==> src/rtl/tdc_capture_encoder.sv <==
// TDC front-end sequencer: launches the delay-line pulse, synchronises the tap word
// and accumulates bubble-tolerant popcounts over 2^AVG_LOG2 shots per measurement.
module tdc_capture_encoder #(
  parameter  int N          = 64,
  parameter  int AVG_LOG2   = 0,
  parameter  int CLR_CYCLES = 2,
  localparam int CNT_W      = $clog2(N + 1),
  localparam int RES_W      = CNT_W + AVG_LOG2
) (
  input  logic             clk_i,
  input  logic             rst_i,
  input  logic             start_i,
  output logic             pulse_o,
  input  logic [N-1:0]     meas_i,
  output logic [RES_W-1:0] result_o,
  output logic             valid_o,
  input  logic             ready_i,
  output logic             bubble_o,
  output logic             sat_o,
  output logic             busy_o
);
  localparam int SHOTS  = 1 << AVG_LOG2;
  localparam int SHOT_W = AVG_LOG2 + 1;
  localparam int CLR_W  = $clog2(CLR_CYCLES + 1);

  typedef enum logic [2:0] {S_IDLE, S_LAUNCH, S_CAP, S_ENC, S_CLEAR, S_DONE} state_t;

  state_t            state, state_nxt;
  logic [CLR_W-1:0]  clr_cnt;
  logic [SHOT_W-1:0] shot_cnt;
  logic              active;
  logic [RES_W-1:0]  acc;
  logic              bubble_sticky, sat_sticky;
  logic [N-1:0]      sync1, sync2;

  logic              clr_done, more_shots;
  logic [CNT_W-1:0]  pop_shot;
  logic              bubble_shot, sat_shot;

  function automatic logic [CNT_W-1:0] popcount(input logic [N-1:0] v);
    logic [CNT_W-1:0] c;
    c = '0;
    for (int i = 0; i < N; i++) c = c + CNT_W'(v[i]);
    return c;
  endfunction

  assign pop_shot    = popcount(sync2);
  // A 0 directly below a 1 is a bubble; the popcount already corrects for it.
  assign bubble_shot = |(~sync2[N-2:0] & sync2[N-1:1]);
  assign sat_shot    = &sync2;
  assign clr_done    = (clr_cnt == CLR_W'(1));
  assign more_shots  = (shot_cnt < SHOT_W'(SHOTS));
  assign busy_o      = (state != S_IDLE);

  always_ff @(posedge clk_i) begin
    if (rst_i) state <= S_CLEAR;
    else       state <= state_nxt;
  end

  always_comb begin
    // NOTE: default first so every path assigns state_nxt and no latch is inferred.
    state_nxt = state;
    case (state)
      S_IDLE:   if (start_i) state_nxt = S_LAUNCH;
      S_LAUNCH: state_nxt = S_CAP;
      S_CAP:    state_nxt = S_ENC;
      S_ENC:    state_nxt = S_CLEAR;
      S_CLEAR: begin
        if (clr_done) begin
          if (!active)        state_nxt = S_IDLE;
          else if (more_shots) state_nxt = S_LAUNCH;
          else                state_nxt = S_DONE;
        end
      end
      S_DONE:   if (ready_i) state_nxt = S_IDLE;
      default:  state_nxt = S_CLEAR;
    endcase
  end

  always_ff @(posedge clk_i) begin
    if (rst_i) begin
      pulse_o       <= 1'b0;
      valid_o       <= 1'b0;
      result_o      <= '0;
      bubble_o      <= 1'b0;
      sat_o         <= 1'b0;
      clr_cnt       <= CLR_W'(CLR_CYCLES);
      shot_cnt      <= '0;
      active        <= 1'b0;
      acc           <= '0;
      bubble_sticky <= 1'b0;
      sat_sticky    <= 1'b0;
    end else begin
      case (state)
        S_IDLE: begin
          if (start_i) begin
            acc           <= '0;
            shot_cnt      <= '0;
            bubble_sticky <= 1'b0;
            sat_sticky    <= 1'b0;
            active        <= 1'b1;
            pulse_o       <= 1'b1;
          end
        end
        S_ENC: begin
          acc           <= acc + RES_W'(pop_shot);
          bubble_sticky <= bubble_sticky | bubble_shot;
          sat_sticky    <= sat_sticky | sat_shot;
          pulse_o       <= 1'b0;
          shot_cnt      <= shot_cnt + SHOT_W'(1);
          clr_cnt       <= CLR_W'(CLR_CYCLES);
        end
        S_CLEAR: begin
          if (!clr_done) begin
            clr_cnt <= clr_cnt - CLR_W'(1);
          end else if (active && more_shots) begin
            pulse_o <= 1'b1;
          end else if (active) begin
            result_o <= acc;
            bubble_o <= bubble_sticky;
            sat_o    <= sat_sticky;
            valid_o  <= 1'b1;
            active   <= 1'b0;
          end
        end
        S_DONE: if (ready_i) valid_o <= 1'b0;
        default: ;
      endcase
    end
  end

  // NOTE: the synchroniser flops carry no reset; they are overwritten before every use.
  always_ff @(posedge clk_i) begin
    if (state == S_LAUNCH) sync1 <= meas_i;
    if (state == S_CAP)    sync2 <= sync1;
  end

endmodule

==> config.mk <==
export PLATFORM = sky130hd
export DESIGN_NAME = tdc_capture_encoder
export DESIGN_NICKNAME = d
export VERILOG_FILES = /design/src/rtl/tdc_capture_encoder.sv
export SDC_FILE = /design/constraint.sdc
export NUM_CORES = 1
export LEC_CHECK = 0
export CAP_MARGIN = 25
export CORE_ASPECT_RATIO = 0.5
export CORE_MARGIN = 2
export CORE_UTILIZATION = 60
export CTS_CLUSTER_DIAMETER = 200
export CTS_CLUSTER_SIZE = 28
export DETAILED_ROUTE_END_ITERATION = 8
export HOLD_SLACK_MARGIN = 0.03
export PLACE_DENSITY = 0.94
export SLEW_MARGIN = 0
export SYNTH_ARGS = -nofsm -noshare
export SYNTH_HDL_FRONTEND = slang
export SYNTH_SLANG_ARGS = --single-unit
==> constraint.sdc <==
create_clock -name clk_i -period 9.7 [get_ports clk_i]
set_clock_uncertainty 0.2 [all_clocks]
set_input_delay 1.455 -clock clk_i [delete_from_list [all_inputs] [get_ports clk_i]]
set_output_delay 1.455 -clock clk_i [all_outputs]
set_load 0.005 [all_outputs]
==> run summary, run 1 <==
status: completed
# rows: 28
combinational share of power: 13.7%
sequential power share: 46.8%
dpl cells: 781
switching part of the total power: 27.1%
pre-CTS WS: 3.26 ns
Worst-path clk slew: 0.07 ns
core area: 0.0119 mm2
Area growth, synth to finish: 21.9%
post_cts resized: 0
initial antenna violation count: 0
worst skew pair latency: 0.43 ns
Hold WC Path Type: flop to flop
Worst EP required: 9.83 ns
MaxCap Viol Count: 0
Yosys reg bits: 155
total track usage: 25.8%
Initial Util: 62.0%
CTS tree: yes
H-tree level count: 4
Synthesized Nets: 688
RSZ-0062 raised after global routing: false
most frequent cells in the layout: edfxtp_1, inv_1, clkdlybuf4s50_1
hold violation count in the final report: 0
CP Class: flop to flop
Mapped Area: 0.00736 mm2
vias per std cell: 5.68
Slew headroom: 43.6%
Top Ports: 80
Post-synth EDFFs: 128
hold_buf cts: 0
Setup-failing EPs final: 0
Leak Pwr: 0.00347 uW
Power Total: 1650 uW
Psw: 447 uW
Tmin final: 6.58 ns
CP Max Fanout: 4
proportion of layout cells with a drive suffix above 1: 6.47%
Peak Freq: 0.152 GHz
Sink Count: 155
final setup margin: 3.12 ns
Non-Filler Instances: 814
Peak VDD IR: 139 uV
Detailed Place HPWL: 11.6 mm
Antenna diodes: 0
DIE HEIGHT: 82.3 um
Die Area: 0.0132 mm2
CTS root buf: clkbuf_16
1st-iter DRT viols: 506
DR pass1 iterations: 5
TritonCTS buffer count: 17
DR WL/cell: 19.5 um
vias in the first global route: 4553
# port buffers: 79
pwr dens: 184 mW/mm2
most common cell after layout, fill and taps aside: edfxtp_1
Synth async-reset ratio: 0%
Die Width: 161 um
Final TNS setup: 0 ns
number of routed nets with antenna violations: 0
detailed-route via count: 4623
post-synthesis cell type count: 48
Post-layout nets: 782
crit path capture type: flop
gpl congestion: 0.926
dominant synthesized flop cell: edfxtp_1
sequential share of the synthesized area: 59.6%
Mapped Cells: 542
global-route wire length before repair: 24.2 mm
Setup Fix Bufs, Post-CTS: 0
tightest hold margin: 0.217 ns
Final Max Tran Viols: 0
Pint: 1200 uW
Worst Setup Start Kind: flop
Filler Cells Inserted: 694
WL final: 15.9 mm
Max clock buf depth: 2
drc violations: 0
largest net degree at the start of global routing: 66
post-route clock period utilization: 67.8%
worst slew pin tran: 0.846 ns
Synthesis Warnings: 0
Clock power frac: 39.5%
GRT overflow: 0
Worst EP arrival: 6.71 ns
Avg Cell Area, Syn: 13.6 um2
synthesized netlist by cell type (3+ instances only):
cell type,count,share of area (%)
a311oi_1,3,0.36
nor2_1,32,1.6
ha_1,22,3.7
nand3b_1,3,0.31
inv_1,103,5.3
buf_2,5,0.34
fa_1,56,15
a21oi_1,18,1.2
edfxtp_1,128,52
mux2i_1,10,1.4
nor2b_1,6,0.51
nor4_1,3,0.26
o31a_1,3,0.36
nor3_1,7,0.48
nand2b_1,4,0.34
nand2_1,27,1.4
dfxtp_1,27,7.3
o21ai_0,22,1.5
nand4_1,22,1.9
worst paths after layout:
path             start       end  slack, ns  cells past startpoint
max          sync2[16]    acc[6]       3.12                     18
min reg2reg   sync1[3]  sync2[3]       0.22                      0
max reg2reg  sync2[16]    acc[6]       3.12                     18
min           sync1[3]  sync2[3]       0.22                      0
flip-flops by register name (all words and copies together), names as in the netlist, 2 cells and up:
register	cells
result_o	7
sync2	64
clr_cnt	2
acc	7
state	3
sync1	64
area by class of cell:
cell class                      instances  area, um2  area share [%]
Clock buffer                           17        425            4.74
Clock inverter                         15        168            1.87
Inverter                              104        390            4.35
Multi-Input combinational cell        275       2560            28.5
Sequential cell                       155       4380            48.9
Tap cell                              165        206            2.30
Timing Repair Buffer                   83        841            9.37
critical path: stages (launching register included):
cell,delay (ns)
edfxtp_1,0.48
fa_1,0.58
inv_1,0.06
fa_1,0.51
inv_1,0.05
fa_1,0.49
inv_1,0.05
fa_1,0.46
fa_1,0.54
fa_1,0.44
fa_1,0.52
fa_1,0.44
fa_1,0.47
fa_1,0.47
nand2b_1,0.20
a21oi_1,0.19
o21a_1,0.17
o21ai_1,0.07
o311ai_1,0.09
power by group through the flow:
stage | Combinational, uW | Clock [uW] | Sequential [uW]
floorplan | 154 | 0 | 771
global placement | 197 | 0 | 781
detailed placement | 210 | 0 | 784
CTS | 221 | 662 | 770
global route | 249 | 688 | 774
finish | 226 | 651 | 770
per-layer routing:
layer	global-route usage, %	vias to the layer above	share of wire [%]
li1	-	2067	-
met1	33.2	2248	40
met2	41.1	259	47
met3	8.39	49	10
met4	11.4	0	3.1
met5	0	-	0
per-stage QoR:
step	util, %	cell area, um2
2_1_floorplan	-	7360
3_3_place_gp	70.3	8350
3_5_place_dp	70.3	8350
4_1_cts	75.3	8950
5_1_grt	75.6	8970
6_report	75.6	8970
cells by family after synthesis:
family,after synthesis,share of synthesized area [%]
mux,10,1.36
xor+xnor,3,0.357
fa+ha+maj,78,19.0
flops,155,59.6
buf+inv,112,5.80
simple gates,115,8.13
compound gates,69,5.81
Power figures use the tool's default switching activity.
==> run 2, diff against run 1 <==
--- a/config.mk
+++ b/config.mk
@@ -8,12 +8,12 @@
 export CAP_MARGIN = 25
 export CORE_ASPECT_RATIO = 0.5
 export CORE_MARGIN = 2
-export CORE_UTILIZATION = 60
+export CORE_UTILIZATION = 51
 export CTS_CLUSTER_DIAMETER = 200
 export CTS_CLUSTER_SIZE = 28
 export DETAILED_ROUTE_END_ITERATION = 8
 export HOLD_SLACK_MARGIN = 0.03
-export PLACE_DENSITY = 0.94
+export PLACE_DENSITY = 0.86
 export SLEW_MARGIN = 0
 export SYNTH_ARGS = -nofsm -noshare
 export SYNTH_HDL_FRONTEND = slang
==> constraint.sdc (replaced) <==
create_clock -name clk_i -period 5.97 [get_ports clk_i]
set_clock_uncertainty 0.2 [all_clocks]
set_input_delay 0.8955 -clock clk_i [delete_from_list [all_inputs] [get_ports clk_i]]
set_output_delay 0.8955 -clock clk_i [all_outputs]
set_load 0.005 [all_outputs]
==> run summary, run 2 (synthesized netlist as in run 1, its figures left out) <==
global-route wire length before repair: 25.9 mm
Top Ports: 80
Max clock buf depth: 2
vias per std cell: 5.43
# port buffers: 79
CTS tree: yes
critical path, cell by cell: fa_1 > inv_2 > fa_2 > inv_2 > fa_1 > inv_2 > fa_2 > fa_1 > fa_1 > fa_1 > fa_1 > fa_2 > nor2b_1 > o21a_1 > o211ai_1 > and4_1 > o41ai_2
H-tree level count: 4
Tmin final: 6.26 ns
R2R setup slack: -0.29 ns
Power Total: 2740 uW
MaxCap Viol Count: 0
Slew headroom: 32.6%
1st-iter DRT viols: 431
Worst EP arrival: 6.37 ns
Worst path slowest cell: fa_1
CTS root buf: clkbuf_16
detailed-route via count: 4774
initial antenna violation count: 0
Sink Count: 155
CP Class: flop to flop
switching part of the total power: 26.7%
Worst-path clk slew: 0.07 ns
hold violation count in the final report: 0
failing checks: setup timing
CP most frequent cell: fa_1
Detailed Place HPWL: 12.1 mm
Cell Area, Placed: 0.00867 mm2
Antenna diodes: 0
DR WL/cell: 19.0 um
Leak Pwr: 0.00364 uW
Max stage delay on crit path: 0.57 ns
Die Area: 0.0155 mm2
post-route clock period utilization: 105%
proportion of layout cells with a drive suffix above 1: 15.1%
WL final: 16.7 mm
hold path endpoint: sync2[62]
Final Max Tran Viols: 0
most common cell after layout, fill and taps aside: edfxtp_1
Finished Cell Area: 0.00935 mm2
drc violations: 0
crit path capture type: flop
Post-layout nets: 821
most frequent cells in the layout: edfxtp_1, inv_1, clkdlybuf4s50_1
hold path cells: 0
Pint: 2010 uW
GRT overflow: 0
largest net degree at the start of global routing: 66
RSZ-0062 raised after global routing: true
Worst EP required: 6.09 ns
final setup margin: -0.286 ns
Filler Cells Inserted: 952
status: finished with violations
Peak VDD IR: 218 uV
Worst R2R Start: sync2[16]
DIE HEIGHT: 88.9 um
Max Used Layer: met4
Area growth, synth to finish: 27.1%
vias in the first global route: 4948
met3 WL post-DR: 1.44 mm
Crit. Startpoint: sync2[16]
TritonCTS buffer count: 17
Min-Delay Startpoint: sync1[62]
biggest regs: sync1 x64, sync2 x64
met2 WL: 7.77 mm
pwr dens: 293 mW/mm2
Die Width: 174 um
Initial Util: 53.3%
worst skew pair latency: 0.42 ns
combinational share of power: 15.9%
Peak Freq: 0.160 GHz
# rows: 30
worst slew pin tran: 1.01 ns
Hold WC Path Type: flop to flop
Worst R2R Path Depth: 17
core area: 0.0138 mm2
total track usage: 22.6%
Worst Setup Start Kind: flop
Setup-failing EPs final: 6
gpl congestion: 0.927
DR pass1 iterations: 5
Clock power frac: 38.5%
CP Max Fanout: 3
sequential power share: 45.6%
number of routed nets with antenna violations: 0
Reg-to-Reg End: acc[5]
Psw: 732 uW
met1 wire length: 7.12 mm
## run 2: how the worst max path moves through the flow
stage / end / slack [ns] / cells past startpoint
4_1_cts: acc[3] / -0.29 / 20
6_report: acc[5] / -0.29 / 17
5_1_grt: acc[6] / -0.44 / 18
3_3_place_gp: acc[4] / -0.13 / 18
2_1_floorplan: acc[3] / -0.006 / 20
3_5_place_dp: acc[4] / -0.26 / 18
## run 2: critical path: cells and delay by family, from the launching register on
| family | cells | cell delay [ns] |
|---|---|---|
| and+or+nand+nor | 2 | 0.40 |
| DFF | 1 | 0.43 |
| buffers and inverters | 3 | 0.12 |
| adders and majority gates | 9 | 4.41 |
| AOI/OAI and AO/OA | 3 | 0.59 |
## run 2: through the flow
stage | setup TNS (ns) | setup slack, ns | utilization [%] | std cells | hold WS (ns)
after global routing | -2.09 | -0.436 | 67.7 | 880 | 0.221
after floorplan | -0.00625 | -0.00625 | - | 542 | 0.200
final | -1.21 | -0.286 | 67.7 | 880 | 0.211
after global placement | -0.445 | -0.130 | 62.8 | 844 | 0.203
after detailed placement | -1.16 | -0.262 | 62.8 | 844 | 0.205
after CTS | -1.17 | -0.289 | 67.3 | 877 | 0.214
## run 2: power by group through the flow
stage               combinational, uW  clock, uW  sequential, uW
finish                            435       1060            1250
detailed placement                367          0            1270
global route                      474       1110            1260
floorplan                         256          0            1250
global placement                  344          0            1270
CTS                               410       1070            1250
## run 2: what timing repair did
action,4_1_cts,5_1_grt
endpoints found under the setup margin,6,6
hold endpoints to repair,0,0
pin swaps,7,15
gates resized for setup,6,17
hold buffers,0,0
buffers inserted,1,2
## run 2: final cells by class
type	count	area, um2	share of cell area [%]
inverter	104	390	4.17
timing repair buffer	122	1120	12.0
multi-input combinational	275	2640	28.2
clock buffer	17	425	4.55
clock inverter	15	151	1.62
sequential	155	4380	46.9
tap	192	240	2.57
## run 2: layer usage
| metal | GRT usage [%] | vias up |
|---|---|---|
| met2 | 37.5 | 247 |
| met1 | 30.2 | 2342 |
| met5 | 0 | - |
| met3 | 5.36 | 40 |
| met4 | 7.94 | 0 |
| li1 | - | 2145 |
